## config.mk

```make
export PLATFORM = sky130hd
export DESIGN_NAME = timer_responder
export DESIGN_NICKNAME = d
export VERILOG_FILES = /design/src/rtl/timer_responder.sv
export SDC_FILE = /design/constraint.sdc
export NUM_CORES = 1
export LEC_CHECK = 0
export CORE_MARGIN = 2
export CORE_UTILIZATION = 30
export CTS_CLUSTER_DIAMETER = 50
export CTS_CLUSTER_SIZE = 20
export DETAILED_ROUTE_END_ITERATION = 6
export PLACE_DENSITY = 0.61
export SLEW_MARGIN = 15
export SYNTH_ARGS = -nofsm -noshare
export SYNTH_HDL_FRONTEND = slang
export SYNTH_SLANG_ARGS = --single-unit
```

## constraint.sdc

```tcl
create_clock -name clk -period 2.61 [get_ports clk]
set_clock_uncertainty 0.05 [all_clocks]
set_input_delay 0.3915 -clock clk [delete_from_list [all_inputs] [get_ports clk]]
set_output_delay 0.3915 -clock clk [all_outputs]
set_load 0.01 [all_outputs]
```

## src/rtl/timer_responder.sv

```systemverilog
// DIV/TIMA/TMA/TAC timer on the CPU bus with delayed TMA reload and a one-clock IRQ pulse.
// Define TIMER_GLITCH_EN to let DIV/TAC writes cause the spurious TIMA tick seen on DMG hardware.
module timer_responder #(
    parameter logic [15:0] BASE_ADDR = 16'hFF04
) (
    input  logic        clk,
    input  logic        reset,
    input  logic [1:0]  t_cycle,
    input  logic [15:0] mem_addr,
    input  logic        mem_enable,
    input  logic        mem_write,
    input  logic [7:0]  mem_data_in,
    output logic [7:0]  mem_data_out,
    output logic        mem_select,
    output logic        timer_irq
);

    typedef enum logic [1:0] {
        IDLE,
        OVF,
        RELOAD
    } state_e;

    state_e      state_q, state_d;
    logic [15:0] div_q, div_d;
    logic [7:0]  tima_q, tima_d;
    logic [7:0]  tma_q, tma_d;
    logic [2:0]  tac_q, tac_d;
    logic [1:0]  cnt_q, cnt_d;
    logic        in_prev_q, in_prev_d;
    logic        irq_q, irq_d;

    logic [15:0] offset;
    logic        wr_en, wr_div, wr_tima, wr_tma, wr_tac;
    logic        in_now, tick;

    // Tap order is {bit7, bit5, bit3, bit9} so TAC[1:0] indexes it directly.
    function automatic logic tick_in(input logic [3:0] taps, input logic [2:0] tac);
        return taps[tac[1:0]] && tac[2];
    endfunction

    // Unsigned wrap makes the range test safe even for a base near 16'hFFFF.
    assign offset     = mem_addr - BASE_ADDR;
    assign mem_select = mem_enable && (offset < 16'd4);

    assign wr_en   = mem_select && mem_write && (t_cycle == 2'd3);
    assign wr_div  = wr_en && (offset[1:0] == 2'd0);
    assign wr_tima = wr_en && (offset[1:0] == 2'd1);
    assign wr_tma  = wr_en && (offset[1:0] == 2'd2);
    assign wr_tac  = wr_en && (offset[1:0] == 2'd3);

    assign in_now = tick_in({div_q[7], div_q[5], div_q[3], div_q[9]}, tac_q);
    assign tick   = in_prev_q && !in_now;

    always_comb begin
        mem_data_out = 8'hFF;
        if (mem_select) begin
            case (offset[1:0])
                2'd0:    mem_data_out = div_q[15:8];
                2'd1:    mem_data_out = tima_q;
                2'd2:    mem_data_out = tma_q;
                default: mem_data_out = {5'b11111, tac_q};
            endcase
        end
    end

    // NOTE: every variable gets a default before any branch so no path can infer a latch.
    always_comb begin
        div_d   = wr_div ? 16'd0 : div_q + 16'd1;
        tma_d   = wr_tma ? mem_data_in : tma_q;
        tac_d   = wr_tac ? mem_data_in[2:0] : tac_q;
        tima_d  = tima_q;
        state_d = state_q;
        cnt_d   = cnt_q + 2'd1;
        irq_d   = 1'b0;

`ifdef TIMER_GLITCH_EN
        in_prev_d = in_now;
`else
        // Re-seed the edge detector from post-write values so a DIV/TAC write cannot fake a falling edge.
        in_prev_d = (wr_div || wr_tac)
                  ? tick_in({div_d[7], div_d[5], div_d[3], div_d[9]}, tac_d)
                  : in_now;
`endif

        case (state_q)
            IDLE: begin
                if (wr_tima) begin
                    tima_d = mem_data_in;
                end else if (tick) begin
                    if (tima_q == 8'hFF) begin
                        tima_d  = 8'h00;
                        state_d = OVF;
                        cnt_d   = 2'd0;
                    end else begin
                        tima_d = tima_q + 8'd1;
                    end
                end
            end
            OVF: begin
                if (wr_tima) begin
                    tima_d  = mem_data_in;
                    state_d = IDLE;
                end else if (cnt_q == 2'd3) begin
                    tima_d  = tma_d;
                    irq_d   = 1'b1;
                    state_d = RELOAD;
                    cnt_d   = 2'd0;
                end
            end
            RELOAD: begin
                // TIMA follows TMA (including a same-edge TMA write); CPU TIMA writes and ticks are dropped.
                tima_d = tma_d;
                if (cnt_q == 2'd3) begin
                    state_d = IDLE;
                end
            end
            default: state_d = IDLE;
        endcase
    end

    // NOTE: sequential state uses non-blocking assignments so every flop samples pre-edge values.
    always_ff @(posedge clk) begin
        if (reset) begin
            state_q   <= IDLE;
            div_q     <= 16'd0;
            tima_q    <= 8'h00;
            tma_q     <= 8'h00;
            tac_q     <= 3'd0;
            cnt_q     <= 2'd0;
            in_prev_q <= 1'b0;
            irq_q     <= 1'b0;
        end else begin
            state_q   <= state_d;
            div_q     <= div_d;
            tima_q    <= tima_d;
            tma_q     <= tma_d;
            tac_q     <= tac_d;
            cnt_q     <= cnt_d;
            in_prev_q <= in_prev_d;
            irq_q     <= irq_d;
        end
    end

    assign timer_irq = irq_q;

endmodule

```

-- Word level (Yosys, flattened, before mapping)
Cells that the tools add are included.
- flip-flop bits (word level): 41
- bits in latches: 0
- memory bits (writable): 0
- memory bits (read-only): 0
- input bits: 30
- output and inout port bits: 10
- word-level logic and storage cells: 80
- memories kept: 0
- add/sub/neg operators: 4
- $mul: 0
- div/mod/pow operators: 0
- order comparisons: 3
- eq/ne operators: 14
- shifts and indexed selects: 0
- mux-type cells: 30
- bitwise gates (word level): 1
- reduce and logical (&&, ||, !) cells: 19
- operators by type and width (operator ; count):
    two-way mux 8 bit ; 7
    case mux 8 bit (3 select lines) ; 2
    two-way mux 2 bit ; 11
    adder 16 x 1 -> 16 bit (second input constant) ; 1
    less-than comparator 16 x 3 -> 1 bit (second input constant) ; 1
    subtractor 16 bit (second input constant) ; 1
    equality test 2 bit (second input constant) ; 5
    logical AND 1 bit ; 10
    two-way mux 10 bit ; 1
    adder 8 x 1 -> 8 bit (second input constant) ; 1
    equality test 8 bit (second input constant) ; 1
    inequality test 2 bit (second input constant) ; 4
    less-than comparator 2 x 3 -> 1 bit (second input constant) ; 2
    inequality test 3 bit (second input constant) ; 2
    case mux 2 bit (3 select lines) ; 1
    AND reduction 5 bit ; 1
    binary-select mux 1 bit (select 2 bit) ; 2
    equality test 2 x 1 -> 1 bit (second input constant) ; 2
    zero test 2 bit ; 2
    two-way mux 1 bit ; 4
    case mux 2 bit (2 select lines) ; 1
    two-way mux 3 bit ; 1
    AND reduction 3 bit ; 1
    nonzero test 3 bit ; 1
    other kinds (6) ; 6

-- Longest topological paths before layout
Gate-level depths: netlist of run 1.
- word-level depth: 11
- gate-level depth with buffers: 8
- depth with buffers taken out: 7

-- Worst setup path before layout of run 1
Ideal clock, no wire load.
- kind: input-to-reg
- start point: input port mem_addr[5]
- end point: register tima_q[7]
- library setup time: 127 ps
- data arrival time: 1910 ps
- data required time: 2433 ps
- setup slack: 523 ps
- cell stages on the path: 7
- cell sequence: or3_4 -> nor3_4 -> and3_1 -> buf_4 -> mux2_2 -> a21oi_1 -> a311oi_1
- longest elaborated chain between the ends: 10
- elaborated cells on any way between the ends: 15
- those cells by class: add/sub: 1; order compare: 1; eq/ne: 2; mux: 5; reduce/logical: 6
- ends and longest elaborated chain (element ; line ; text):
    start, declared ; 9 ; input logic [15:0] mem_addr,
    subtractor 16 bit * ; 43 ; assign offset = mem_addr - BASE_ADDR;
    less-than comparator 16 x 3 -> 1 bit * ; 44 ; assign mem_select = mem_enable && (offset < 16'd4);
    logical AND 1 bit * ; 44 ;
    logical AND 1 bit * (2 in a row) ; 46 ; assign wr_en = mem_select && mem_write && (t_cycle == 2'd3);
    logical AND 1 bit ; 49 ; assign wr_tma = wr_en && (offset[1:0] == 2'd2);
    two-way mux 8 bit ; 70 ; tma_d = wr_tma ? mem_data_in : tma_q;
    two-way mux 8 bit ; 104 ; end else if (cnt_q == 2'd3) begin
    two-way mux 8 bit ; 101 ; if (wr_tima) begin
    case mux 8 bit (3 select lines) ; 86 ; case (state_q)
    end signal, assigned ; 136 ; tima_q <= tima_d;
    end, declared ; 26 ; logic [7:0] tima_q, tima_d;
Every way passes the cells marked *; elsewhere a longest branch is shown, timed or not. The select of a mux whose other input is x is not followed.
A chain may end at the register's enable or synchronous reset.

-- Worst setup path in the final report of run 1
- start point: input port mem_addr[5]
- end point: output port mem_data_out[1]
- longest elaborated chain between the ends: 4
- ends and longest elaborated chain (element ; line ; text):
    subtractor 16 bit ; 43 ;
    less-than comparator 16 x 3 -> 1 bit ; 44 ;
    logical AND 1 bit ; 44 ;
    two-way mux 8 bit ; 57 ; if (mem_select) begin
    end, declared ; 13 ; output logic [7:0] mem_data_out,
Every way passes these cells.

==> results of run 1 <==
==> logic make-up after synthesis <==
logic type,share of synthesized area (%)
xor+xnor,6.28
simple gates,27.6
buf+inv,3.64
fa+ha+maj,3.49
mux,11.0
compound gates,15.3
flops,32.7
==> worst max path at each step <==
stage,startpoint,endpoint,slack [ns],cells after the start
global placement,mem_addr[5],mem_data_out[1],-0.12,7
CTS,mem_addr[5],mem_data_out[1],0.07,7
finish,mem_addr[5],mem_data_out[1],0.07,7
global route,mem_addr[5],mem_data_out[6],0.004,7
floorplan,mem_addr[5],tima_q[7],0.52,7
detailed placement,mem_addr[5],mem_data_out[1],-0.13,7
==> metal layers <==
layer  GRT usage [%]  share of wire, %  vias up
met5               0                 0        -
met4            6.07               2.9        0
met3            2.61               2.7       14
met2            23.9                47       32
met1            18.4                48     1045
li1                -                 -     1165
==> through the flow <==
| step | worst slack (ns) | power [mW] | hold slack, ns |
|---|---|---|---|
| after floorplan | 0.523 | 0.696 | 0.354 |
| after global placement | -0.122 | 0.764 | 0.365 |
| after detailed placement | -0.134 | 0.765 | 0.366 |
| after CTS | 0.0696 | 1.15 | 0.380 |
| after global routing | 0.00365 | 1.18 | 0.425 |
| final | 0.0656 | 1.13 | 0.377 |
==> cell usage in the layout (no fill, tap or decap), types with 2 or more instances in the layout <==
cell / count
sky130_fd_sc_hd__or3_1: 4
sky130_fd_sc_hd__xnor2_1: 7
sky130_fd_sc_hd__dlygate4sd2_1: 9
sky130_fd_sc_hd__nand2b_1: 15
sky130_fd_sc_hd__o211ai_1: 3
sky130_fd_sc_hd__ha_1: 7
sky130_fd_sc_hd__a21oi_1: 9
sky130_fd_sc_hd__and2_1: 3
sky130_fd_sc_hd__nand3_1: 14
sky130_fd_sc_hd__clkdlybuf4s50_1: 30
sky130_fd_sc_hd__a31oi_1: 4
sky130_fd_sc_hd__and4_1: 2
sky130_fd_sc_hd__o22ai_1: 5
sky130_fd_sc_hd__mux2_2: 5
sky130_fd_sc_hd__clkbuf_8: 5
sky130_fd_sc_hd__nand2_1: 23
sky130_fd_sc_hd__nor2_1: 40
sky130_fd_sc_hd__o21ai_0: 8
sky130_fd_sc_hd__a21o_1: 5
sky130_fd_sc_hd__xor2_1: 11
sky130_fd_sc_hd__nor2b_1: 4
sky130_fd_sc_hd__buf_12: 5
sky130_fd_sc_hd__mux4_2: 4
sky130_fd_sc_hd__a311oi_1: 5
sky130_fd_sc_hd__buf_4: 13
sky130_fd_sc_hd__o21a_1: 4
sky130_fd_sc_hd__nand4b_1: 2
sky130_fd_sc_hd__nor3_1: 9
sky130_fd_sc_hd__dfxtp_1: 41
sky130_fd_sc_hd__and3_1: 8
sky130_fd_sc_hd__nand4_1: 7
sky130_fd_sc_hd__inv_1: 7
sky130_fd_sc_hd__a311oi_2: 2
sky130_fd_sc_hd__mux2i_1: 13
==> where the power goes <==
part           total (mW)  internal (mW)  switching (mW)
clock               0.380          0.176           0.204
combinational       0.115         0.0644          0.0501
sequential          0.637          0.632         0.00550
==> flip-flops by register name, indices dropped and copies added, names as in the netlist <==
signal	count
div_q	16
tima_q	8
tma_q	8
tac_q	3
cnt_q	2
state_q	2
in_prev_q	1
timer_irq	1
==> Yosys cell counts, drive strengths merged (2+ instances only) <==
cell type	count	area share (%)
clkbuf	5	0.75
buf	8	1.8
o22ai	5	1.2
and4	2	0.70
a21o	5	1.5
a311oi	7	2.9
nor2b	4	1.0
and3	8	2.0
nor2	40	6.0
and2	3	0.75
mux4	4	3.6
mux2i	13	5.2
xnor2	7	2.4
nor4	2	0.50
nor3	10	2.4
nand2b	15	3.7
a21oi	10	2.4
xor2	11	3.8
ha	7	3.5
o21a	4	1.2
a31oi	4	1.0
nand4	7	1.7
nand4b	2	0.70
dfxtp	41	33
inv	7	1.0
or3	5	1.4
mux2	5	2.2
nand3	15	3.2
nand2	23	3.4
o21ai	8	1.6
o211ai	3	0.90
==> worst register-to-register path, delay by kind of cell, from the launching register on <==
family,cells,cell delay (ns)
flops,1,0.37
simple gates,1,0.05
compound gates,4,0.92
mux,1,0.52
buf+inv,1,0.16
==> what timing repair did <==
action                                  4_1_cts  5_1_grt
hold buffers                                  0        0
resized for setup                             9        2
endpoints found under the setup margin        9        8
pin swaps                                     1        1
==> layout make-up <==
class | count | area, um2 | area share [%]
tap | 105 | 131 | 4.05
multi-input combinational | 236 | 1610 | 49.7
clock inverter | 1 | 5.00 | 0.154
timing repair buffer | 57 | 577 | 17.8
clock buffer | 5 | 68.8 | 2.12
sequential | 41 | 821 | 25.3
inverter | 7 | 26.3 | 0.810
==> run_summary.xml, run 1 <==
<?xml version="1.0" encoding="UTF-8"?>
<metrics>
  <group name="status">
    <metric name="status" unit="">finished clean</metric>
  </group>
  <group name="cts">
    <metric name="cts.clk_slew.worst_paths" unit="ns">0.08</metric>
    <metric name="cts_sink_count" unit="">41</metric>
    <metric name="source_to_sink_clock_delay_at_the_later_pin_of_the_worst_skew_pair" unit="ns">0.29</metric>
    <metric name="tritoncts_clock_tree" unit="">yes</metric>
    <metric name="cts_setup_buffers" unit="">0</metric>
    <metric name="clockRootBuffer" unit="">sky130_fd_sc_hd__clkbuf_8</metric>
    <metric name="cts_buffers" unit="">5</metric>
    <metric name="maximum_root_to_sink_buffer_count" unit="">2</metric>
    <metric name="htree_levels" unit="">2</metric>
  </group>
  <group name="critical_path">
    <metric name="cpPeakStageDelay" unit="ns">0.40</metric>
    <metric name="crit_slowest_cell" unit="">sky130_fd_sc_hd__clkdlybuf4s50_1</metric>
    <metric name="critPathCaptureType" unit="">output pin</metric>
    <metric name="critical_path_buf_inv_count" unit="">3</metric>
    <metric name="critPathArrivalTime" unit="ns">2.10</metric>
    <metric name="reg2reg_depth" unit="">7</metric>
    <metric name="worst_ep_required_time" unit="ns">2.17</metric>
    <metric name="crit_type" unit="">in -&gt; out</metric>
    <metric name="path_cells" unit="">clkdlybuf4s50_1 &gt; or3_4 &gt; nor4_4 &gt; and2_1 &gt; buf_12 &gt; nand2b_1 &gt; dlygate4sd2_1</metric>
    <metric name="critical-path-top-delay-family" unit="">simple AND/OR/NAND/NOR gates</metric>
    <metric name="crit_path_start_kind" unit="">input port</metric>
    <metric name="worst_reg2reg_endpoint" unit="">tima_q[4]</metric>
    <metric name="regToRegStartpoint" unit="">tac_q[1]</metric>
    <metric name="worst-path-max-fanout" unit="">10</metric>
    <metric name="timing.reg2reg.setup_slack" unit="ns">0.45</metric>
  </group>
  <group name="cells_and_area">
    <metric name="instances_no_fill" unit="">452</metric>
    <metric name="final_core_util" unit="%">39.7</metric>
    <metric name="final_area" unit="um2">3240</metric>
    <metric name="filler_cells" unit="">841</metric>
    <metric name="drive_gt1_share" unit="%">11.5</metric>
    <metric name="fin_nets" unit="">385</metric>
    <metric name="synth_to_final_area_change" unit="%">29.2</metric>
    <metric name="diodes" unit="">0</metric>
  </group>
  <group name="placed_design">
    <metric name="gp_congestion" unit="">0.816</metric>
    <metric name="port_buffers" unit="">39</metric>
    <metric name="hpwlAfterDp" unit="um">4780</metric>
    <metric name="placement.cell_area" unit="um2">3160</metric>
    <metric name="numPlacedInstances" unit="">446</metric>
  </group>
  <group name="global_routing">
    <metric name="grt_remaining_overflow" unit="">0</metric>
    <metric name="grt_max_degree" unit="">17</metric>
    <metric name="antenna_found_initial" unit="">0</metric>
    <metric name="grt_resource_usage_total" unit="%">14.4</metric>
    <metric name="grt_pass1_vias" unit="">2198</metric>
    <metric name="grt_first_pass_wirelength" unit="um">10300</metric>
  </group>
  <group name="route">
    <metric name="drc" unit="">0</metric>
    <metric name="route.detailed.wl_per_inst" unit="um">13.8</metric>
    <metric name="initialDrtViolationCount" unit="">106</metric>
    <metric name="detail_route.vias_per_cell" unit="">4.99</metric>
    <metric name="final_antenna_net_count" unit="">0</metric>
    <metric name="routed_wl" unit="um">6240</metric>
    <metric name="detailroute.via_count" unit="">2256</metric>
    <metric name="drt_pre_antenna_iters" unit="">4</metric>
  </group>
  <group name="yosys">
    <metric name="dominantRegCellSynth" unit="">sky130_fd_sc_hd__dfxtp_1</metric>
    <metric name="register_bit_count_reported_by_yosys" unit="">41</metric>
    <metric name="synth.distinct_cells" unit="">46</metric>
    <metric name="synthesis.instances" unit="">297</metric>
    <metric name="postSynth.asyncResetShare" unit="%">0</metric>
    <metric name="synth_edf_count" unit="">0</metric>
    <metric name="cell_area_after_synthesis" unit="um2">2510</metric>
    <metric name="yosysWarningCount" unit="">0</metric>
    <metric name="syn_nets" unit="">334</metric>
    <metric name="synth.yosys.seq_area_share" unit="%">32.7</metric>
    <metric name="syn_avg_cell_area" unit="um2">8.45</metric>
  </group>
  <group name="sta">
    <metric name="sum_of_negative_setup_slack" unit="ns">0</metric>
    <metric name="setup-violations-final" unit="">0</metric>
    <metric name="worst_pin_slew" unit="ns">0.536</metric>
    <metric name="hold_viol_final" unit="">0</metric>
    <metric name="unrepaired_setup_endpoints_after_global_routing" unit="">false</metric>
    <metric name="final_min_period_over_clock_period" unit="%">97.5</metric>
    <metric name="fmaxAchievable" unit="MHz">393</metric>
    <metric name="timing.final.max_slew_violations" unit="">0</metric>
    <metric name="finalCriticalPeriod" unit="ns">2.54</metric>
    <metric name="max-slew-margin-rel" unit="%">64.2</metric>
  </group>
  <group name="floorplanning">
    <metric name="fp-row-count" unit="">33</metric>
    <metric name="die_x" unit="um">95.5</metric>
    <metric name="dieHeight" unit="um">95.5</metric>
    <metric name="die_area" unit="um2">9110</metric>
    <metric name="placeable_area" unit="um2">8180</metric>
    <metric name="initial_core_util" unit="%">30.7</metric>
    <metric name="design.portCount" unit="">40</metric>
  </group>
  <group name="pwr">
    <metric name="power_leakage" unit="nW">1.15</metric>
    <metric name="power.density_cell_area" unit="nW/um2">349</metric>
    <metric name="worst_ir_drop_vdd" unit="mV">0.217</metric>
  </group>
  <group name="min_path">
    <metric name="min-delay-path-class" unit="">reg -&gt; reg</metric>
    <metric name="hold_endpoint" unit="">cnt_q[0]</metric>
    <metric name="hp-start" unit="">cnt_q[0]</metric>
    <metric name="hold_path_depth" unit="">1</metric>
  </group>
  <group name="flow_run">
    <metric name="drv_cap" unit="">0</metric>
  </group>
</metrics>
No activity file was read; power rests on OpenSTA's default activity.
==> inputs of run 2 (changes only) <==
--- a/config.mk
+++ b/config.mk
@@ -10,6 +10,7 @@
 export CTS_CLUSTER_DIAMETER = 50
 export CTS_CLUSTER_SIZE = 20
 export DETAILED_ROUTE_END_ITERATION = 6
+export GPL_TIMING_DRIVEN = 0
 export PLACE_DENSITY = 0.61
 export SLEW_MARGIN = 15
 export SYNTH_ARGS = -nofsm -noshare
==> run 2 against run 1 <==
  * Combinational power decreased by 6%
  * Worst hold slack improved by 0.0049 ns
  * Clock-buffer cell count increased by 3
  * Flip-flop and latch count unchanged
  * Setup slack got worse by 0.0099 ns
  * Non-clock buffer count down 6
  * Utilization decreased by 1.5 points
  * Largest cell class unchanged
  * Largest power group unchanged
  * Highest routed layer unchanged
==> run_summary.xml, run 2 (synthesis results as in run 1) <==
<?xml version="1.0" encoding="UTF-8"?>
<metrics>
  <group name="status">
    <metric name="status" unit="">finished clean</metric>
  </group>
  <group name="global_routing">
    <metric name="antenna_found_initial" unit="">0</metric>
    <metric name="grt_remaining_overflow" unit="">0</metric>
    <metric name="grt_first_pass_wirelength" unit="um">10800</metric>
    <metric name="grt_max_degree" unit="">12</metric>
    <metric name="grt_resource_usage_total" unit="%">15.1</metric>
    <metric name="grt_pass1_vias" unit="">2279</metric>
  </group>
  <group name="critical_path">
    <metric name="critPathCaptureType" unit="">output pin</metric>
    <metric name="regToRegStartpoint" unit="">tac_q[1]</metric>
    <metric name="reg2reg_depth" unit="">7</metric>
    <metric name="critical_path_buf_inv_count" unit="">3</metric>
    <metric name="crit_slowest_cell" unit="">sky130_fd_sc_hd__clkdlybuf4s50_1</metric>
    <metric name="cpPeakStageDelay" unit="ns">0.53</metric>
    <metric name="critPathArrivalTime" unit="ns">2.11</metric>
    <metric name="critical-path-top-delay-family" unit="">buffers and inverters</metric>
    <metric name="worst_reg2reg_endpoint" unit="">tima_q[6]</metric>
    <metric name="crit_start" unit="">mem_addr[0]</metric>
    <metric name="worst_ep_required_time" unit="ns">2.17</metric>
    <metric name="timing.reg2reg.setup_slack" unit="ns">0.33</metric>
    <metric name="worst-path-max-fanout" unit="">10</metric>
    <metric name="path_depth" unit="">6</metric>
    <metric name="path_cells" unit="">clkdlybuf4s50_1 &gt; buf_2 &gt; mux2_2 &gt; o22ai_1 &gt; nand2_1 &gt; dlygate4sd2_1</metric>
    <metric name="crit_path_start_kind" unit="">input port</metric>
    <metric name="endpoint" unit="">mem_data_out[3]</metric>
    <metric name="crit_type" unit="">in -&gt; out</metric>
  </group>
  <group name="sta">
    <metric name="setup-violations-final" unit="">0</metric>
    <metric name="setup_slack_after_layout" unit="ns">0.0556</metric>
    <metric name="timing.final.max_slew_violations" unit="">0</metric>
    <metric name="unrepaired_setup_endpoints_after_global_routing" unit="">true</metric>
    <metric name="fmaxAchievable" unit="MHz">391</metric>
    <metric name="hold_viol_final" unit="">0</metric>
    <metric name="worst_pin_slew" unit="ns">0.782</metric>
    <metric name="final.hold.worst_slack" unit="ns">0.382</metric>
    <metric name="final_min_period_over_clock_period" unit="%">97.9</metric>
    <metric name="max-slew-margin-rel" unit="%">47.5</metric>
    <metric name="finalCriticalPeriod" unit="ns">2.55</metric>
  </group>
  <group name="cts">
    <metric name="clockRootBuffer" unit="">sky130_fd_sc_hd__clkbuf_8</metric>
    <metric name="hold_buffers" unit="">0</metric>
    <metric name="cts.clk_slew.worst_paths" unit="ns">0.08</metric>
    <metric name="htree_levels" unit="">2</metric>
    <metric name="cts_setup_buffers" unit="">0</metric>
    <metric name="cts_sink_count" unit="">41</metric>
    <metric name="maximum_root_to_sink_buffer_count" unit="">2</metric>
    <metric name="cts_buffers" unit="">5</metric>
    <metric name="source_to_sink_clock_delay_at_the_later_pin_of_the_worst_skew_pair" unit="ns">0.29</metric>
    <metric name="tritoncts_clock_tree" unit="">yes</metric>
  </group>
  <group name="cells_and_area">
    <metric name="fin_nets" unit="">379</metric>
    <metric name="regMostFlops" unit="">div_q</metric>
    <metric name="commonest_non_fill_non_tap_cell_in_the_layout" unit="">sky130_fd_sc_hd__dfxtp_1</metric>
    <metric name="reg_top3" unit="">div_q (16), tima_q (8), tma_q (8)</metric>
    <metric name="largest_register_ffs" unit="">16</metric>
    <metric name="drive_gt1_share" unit="%">9.04</metric>
    <metric name="instances_no_fill" unit="">448</metric>
    <metric name="synth_to_final_area_change" unit="%">24.3</metric>
    <metric name="diodes" unit="">0</metric>
    <metric name="final_cell_mix" unit="">sky130_fd_sc_hd__dfxtp_1, sky130_fd_sc_hd__nor2_1, sky130_fd_sc_hd__clkdlybuf4s50_1, sky130_fd_sc_hd__nand2_1, sky130_fd_sc_hd__nand2b_1</metric>
  </group>
  <group name="floorplanning">
    <metric name="dieHeight" unit="um">95.5</metric>
    <metric name="initial_core_util" unit="%">30.7</metric>
    <metric name="die_x" unit="um">95.5</metric>
    <metric name="die_area" unit="um2">9110</metric>
    <metric name="placeable_area" unit="um2">8180</metric>
    <metric name="design.portCount" unit="">40</metric>
    <metric name="fp-row-count" unit="">33</metric>
  </group>
  <group name="route">
    <metric name="drc" unit="">0</metric>
    <metric name="final_antenna_net_count" unit="">0</metric>
    <metric name="detailroute.via_count" unit="">2314</metric>
    <metric name="route.detailed.wl_per_inst" unit="um">14.8</metric>
    <metric name="drt_pre_antenna_iters" unit="">4</metric>
    <metric name="detail_route.vias_per_cell" unit="">5.17</metric>
    <metric name="initialDrtViolationCount" unit="">135</metric>
    <metric name="routed_wl" unit="um">6640</metric>
  </group>
  <group name="flow_run">
    <metric name="drv_cap" unit="">0</metric>
  </group>
  <group name="min_path">
    <metric name="min-delay-path-class" unit="">reg -&gt; reg</metric>
    <metric name="hold_path_depth" unit="">1</metric>
  </group>
  <group name="pwr">
    <metric name="power.density_cell_area" unit="nW/um2">371</metric>
    <metric name="power_leakage" unit="nW">1.09</metric>
    <metric name="worst_ir_drop_vdd" unit="mV">0.238</metric>
  </group>
  <group name="placed_design">
    <metric name="numPlacedInstances" unit="">439</metric>
    <metric name="port_buffers" unit="">37</metric>
    <metric name="hpwlAfterDp" unit="um">5050</metric>
    <metric name="placement.setup.worst_slack" unit="ns">-0.412</metric>
    <metric name="gp_congestion" unit="">0.847</metric>
  </group>
</metrics>
[run 2: what timing repair did]
| item | 4_1_cts | 5_1_grt |
|---|---|---|
| cloned | 0 | 1 |
| resized for setup | 13 | 8 |
| pin swaps | 0 | 1 |
| setup endpoints to repair | 9 | 16 |
[run 2: cell type report]
type,count,area [um2]
Timing Repair Buffer,38,370
Multi-Input combinational cell,236,1620
Fill cell,853,5050
Sequential cell,41,821
Clock buffer,8,80.1
Tap cell,105,131
Buffer,13,76.3
Inverter,7,26.3
[run 2: worst min path at each step]
| stage | from | to | slack (ns) |
|---|---|---|---|
| final | cnt_q[0] | cnt_q[0] | 0.38 |
| after global routing | cnt_q[0] | cnt_q[0] | 0.39 |
| after CTS | cnt_q[0] | cnt_q[0] | 0.38 |
| after detailed placement | cnt_q[0] | cnt_q[0] | 0.37 |
| after global placement | cnt_q[0] | cnt_q[0] | 0.36 |
| after floorplan | cnt_q[0] | cnt_q[0] | 0.35 |
[run 2: routing by layer]
metal	share of wire, %	vias up	track usage, %	wire length (um)
met2	49	47	26.1	3280
met5	0	-	0	0
met1	45	1094	18.7	2970
li1	-	1163	-	-
met4	2.0	0	5.48	136
met3	3.8	10	2.92	253
[run 2: power breakdown]
part	total (mW)	internal (mW)	switching, mW
Combinational	0.108	0.0574	0.0509
Clock	0.412	0.190	0.222
Sequential	0.637	0.632	0.00554
Total	1.16	0.880	0.278
[run 2: metrics by stage]
| step | setup TNS (ns) | instance area, um2 | power, mW | utilization (%) |
|---|---|---|---|---|
| after floorplan | 0 | 2510 | 0.696 | - |
| after global placement | -4.18 | 3010 | 0.756 | 36.8 |
| after detailed placement | -4.84 | 3010 | 0.758 | 36.8 |
| after CTS | 0 | 3090 | 1.16 | 37.8 |
| after global routing | -0.00212 | 3120 | 1.20 | 38.2 |
| final | 0 | 3120 | 1.16 | 38.2 |
==> variant 1: new RTL, flow settings as in run 2 <==
Encoding of `state_e`: now one-hot (3 bits for 3 states).
--- a/src/rtl/timer_responder.sv
+++ b/src/rtl/timer_responder.sv
@@ -15,10 +15,10 @@
     output logic        timer_irq
 );
 
-    typedef enum logic [1:0] {
-        IDLE,
-        OVF,
-        RELOAD
+    typedef enum logic [2:0] {
+        IDLE   = 3'b001,
+        OVF    = 3'b010,
+        RELOAD = 3'b100
     } state_e;
 
     state_e      state_q, state_d;
Behaviour: no difference found for any inputs over 10 cycles, from zero or initial values and one cycle with reset high; not proved beyond that.
==> variant 1 against run 2 <==
- the flow now finishes with violations (setup timing)
- synthesized area is 3.7% higher
- wire length is 1.1% higher
- critical path type is now primary input to register
- sequential cell count increased by 1
- highest routed layer unchanged
- setup slack worse by 0.057 ns
- first-iteration DRC count fell by 26%
- combinational power increased by 13%
- power up 5.1%
- design area rose by 12%
- non-clock buffer count increased by 16
==> variant 1: results (changes against run 2) <==
Hold Worst Slack=0.398 ns (+0.0160 ns); GP Congestion=0.795 (-6.1%); Gate Count Post-Synth=304 (+2.4%); met1 Use GR=18.7% (about the same); failing checks=setup timing; Post-Layout Cell Count=471 (+5.1%); DRT iter0 DRCs=100 (-26%); register-to-register path setup slack=0.45 ns (+0.12 ns); clock buf count=5 (-3); sequential cell area share=24.1% (-2.2 points); slew of the pin with the lowest slew margin=0.551 ns (-0.231 ns); final setup vio count=1 (+1); #MultiIn Comb=239 (+1.3%); setup bufs post-CTS=9 (+9); worst path arrival time=2.79 ns (+0.68 ns); via count=2,365 (+2.2%); DP Area=3140 sq um (+4.2%); R2R Path Start=tima_q[0]; Port Buffers=38 (+2.7%); highest fanout seen on the critical path=6 (-4); met3 usage=2.95% (+0.025 points); fill cell count=801 (-6.1%); fin worst setup slack=-0.00157 ns (-0.0572 ns); Max stage delay on crit path=0.57 ns (+0.04 ns); M1 WL=3170 um (+6.6%); Place WS=-0.695 ns (-0.282 ns); post-synth cell types=52 (+13%); CP max-delay cell=or4_4; CP delay by family, top=simple AND/OR/NAND/NOR gates; first-pass GRT wire length=11,300 um (+4.6%); outcome=finished with violations; WL met2=3250 um (-0.76%); Gates resized, CTS repair=57 (+44); maximum number of pins on one net before global-route repair=16 (+4); sequential cell area=841 sq um (+2.4%); Inst Count DP=447 (+1.8%); Nets=398 (+5.0%); P_leak=0.00135 uW (+24%); met3 WL post-DR=219 um (-13%); count of non-CTS buffers in the layout=67 (+31%); Seq/Total Area, Yosys=32.3% (-0.41 points); core area=8300 sq um (+1.5%); DRT Wirelength=6720 um (+1.1%); multi-input logic portion of the cell area=50.7% (-1.1 points); Post-Synth XOR/XNOR Area=6.73% (+0.45 points); clock network area share=2.69% (+0.12 points); Post-Syn Nets=337 (+0.90%); worst r2r path cells=9 (+2)
variant 1: cell types whose count changed in the layout (fill, tap and decap cells not counted), moves of 5 or more:
cell | before | now
clkdlybuf4s50_1 | 28 | 16
buf_4 | 2 | 13
nand2b_1 | 15 | 10
nand2_1 | 23 | 28
clkdlybuf4s15_2 | 0 | 6
mux2i_1 | 13 | 20
buf_6 | 3 | 9
nor2_1 | 40 | 53
a21o_1 | 5 | 0
variant 1: how the worst max path moves through the flow:
stage / startpoint / to / slack [ns] / depth (start not counted)
global route: mem_addr[5] / tima_q[0] / -0.13 / 11
finish: mem_addr[5] / tima_q[0] / -0.002 / 11
floorplan: mem_addr[7] / tima_q[4] / 0.02 / 11
CTS: mem_addr[14] / tima_q[4] / 0.001 / 10
global placement: mem_addr[7] / tima_q[3] / -0.66 / 9
detailed placement: mem_addr[7] / tima_q[7] / -0.69 / 9
variant 1: power by group:
group	internal [uW]	switching, uW
registers	647	4.62
logic	58.3	63.5
clock network	193	250
total	899	318
==> variant 2: new RTL, settings of run 2 <==
Without the edit above. The option `TIMER_GLITCH_EN` is turned on by a define.
--- a/src/rtl/timer_responder.sv
+++ b/src/rtl/timer_responder.sv
@@ -1,5 +1,7 @@
 // DIV/TIMA/TMA/TAC timer on the CPU bus with delayed TMA reload and a one-clock IRQ pulse.
 // Define TIMER_GLITCH_EN to let DIV/TAC writes cause the spurious TIMA tick seen on DMG hardware.
+`define TIMER_GLITCH_EN
+
 module timer_responder #(
     parameter logic [15:0] BASE_ADDR = 16'hFF04
 ) (
Function: no difference found for any inputs over 10 cycles, from zero or initial values and one cycle with reset high; that may be too few to reach the edited logic, so the function may still have changed.
==> variant 2 against run 2 <==
- power grew 9.7%
- synthesized area down 5.6%
- first-iteration DRC count up 3.0%
- design area grew 0.80%
- wire length down 4.2%
- sequential cell count unchanged
- non-clock buffer count up 8
- via count decreased by 4.5%
- synthesized cell count fell by 8.1%
- setup slack better by 0.0074 ns
==> variant 2: results (changes against run 2) <==
Post-Layout Cell Count=430 (-4.0%); worst r2r path cells=8 (+1); top flop regs=div_q: 16 flops, tima_q: 8 flops, tma_q: 8 flops; layout cells sized above 1=18.0% (+8.9 points); clock network area share=3.66% (+1.1 points); top cells by count, synth=nor2_1 (43), dfxtp_1 (41), nand3_1 (17); DRT iter0 DRCs=139 (+3.0%); GP Congestion=0.876 (+3.5%); EDFF count, synth=0 (unchanged); TritonCTS buffer count=5 (unchanged); Non-clk invs=11 (+4); Max VDD drop=0.176 mV (-26%); fill cell count=798 (-6.4%); multi-input logic portion of the cell area=47.5% (-4.3 points); Nets=364 (-4.0%); worst path arrival time=2.70 ns (+0.59 ns); highest fanout seen on the critical path=8 (-2); n_taps=102 (-2.9%); Inst Count DP=414 (-5.7%); f_max=393 MHz (+0.29%); vias in the first global route=2,114 (-7.2%); non-clk buf share=17.4% (+3.1 points); Gate Count Post-Synth=273 (-8.1%); outcome=complete, no violations; Area contributors post-synth=dfxtp_1 (35%), nor2_1 (6.8%), mux2i_1 (6.3%); vias per cell=5.14 (-0.54%); Hold Worst Slack=0.384 ns (+0.00234 ns); R2R Path Start=state_q[1]; Synth Warn #=0 (unchanged); Worst Setup EP=tima_q[6]; clock share of power=42.0% (+6.4 points); DP HPWL=4680 um (-7.3%); post-synth cell types=49 (+6.5%); Comb. pwr=100 uW (-7%); FF+latch count, synth=41 (unchanged); Critical R2R Capture=tima_q[7]; DRT Wirelength=6360 um (-4.2%); count of non-CTS buffers in the layout=59 (+16%); CP max-delay cell=or4b_4; Rel. slew slack=62.0% (+15 points); Port Buffers=39 (+5.4%); register-to-register path setup slack=0.27 ns (-0.06 ns); min-delay worst type=register to register; Place WS=-0.722 ns (-0.309 ns); root buffer cell=clkbuf_8; Multi-input gate area=1490 sq um (-7.6%); DP Area=2890 sq um (-4.1%); #MultiIn Comb=209 (-11%); first-pass GRT wire length=10,500 um (-2.9%); Post-Syn Nets=310 (-7.2%); Worst Setup SP=mem_addr[4]; Max stage delay on crit path=0.51 ns (-0.02 ns); P_leak=0.00119 uW (+9.1%); maximum number of pins on one net before global-route repair=15 (+3); sequential cell area share=26.1% (-0.21 points); CP delay by family, top=simple AND/OR/NAND/NOR gates; Psw=295 uW (+6.1%); clk pwr=534 uW (+30%); Seq/Total Area, Yosys=34.6% (+1.9 points); overall routing resource usage=15.4% (+0.23 points)
-- variant 2: cell types whose count changed after synthesis, sizes merged, moves of 4 or more --
cell    before  now
nor2        40   45
or2          0    5
inv          7   11
nand2b      15    3
nor3        10    5
nand2       23   15
-- variant 2: repair_timing --
item	4_1_cts	5_1_grt
pin swaps	12	1
resized for setup	49	8
endpoints found under the hold margin	0	0
setup buffers	5	2
endpoints found under the setup margin	27	26
gates cloned	1	0
-- variant 2: cell families (layout without fill, tap and decap cells) --
family,count (synthesis),after routing,share of synthesized area [%]
compound gates,48,48,15.4
xor+xnor,18,18,6.65
fa+ha+maj,7,7,3.70
buf+inv,23,78,4.75
flops,41,41,34.6
mux,23,23,11.6
simple gates,113,113,23.3
-- variant 2: layer usage --
layer / track usage, % / vias up / routed length (um)
li1: - / 1089 / -
met1: 20.0 / 1042 / 2860
met2: 25.5 / 71 / 3020
met3: 3.01 / 7 / 407
met4: 4.78 / 0 / 75
met5: 0 / - / 0
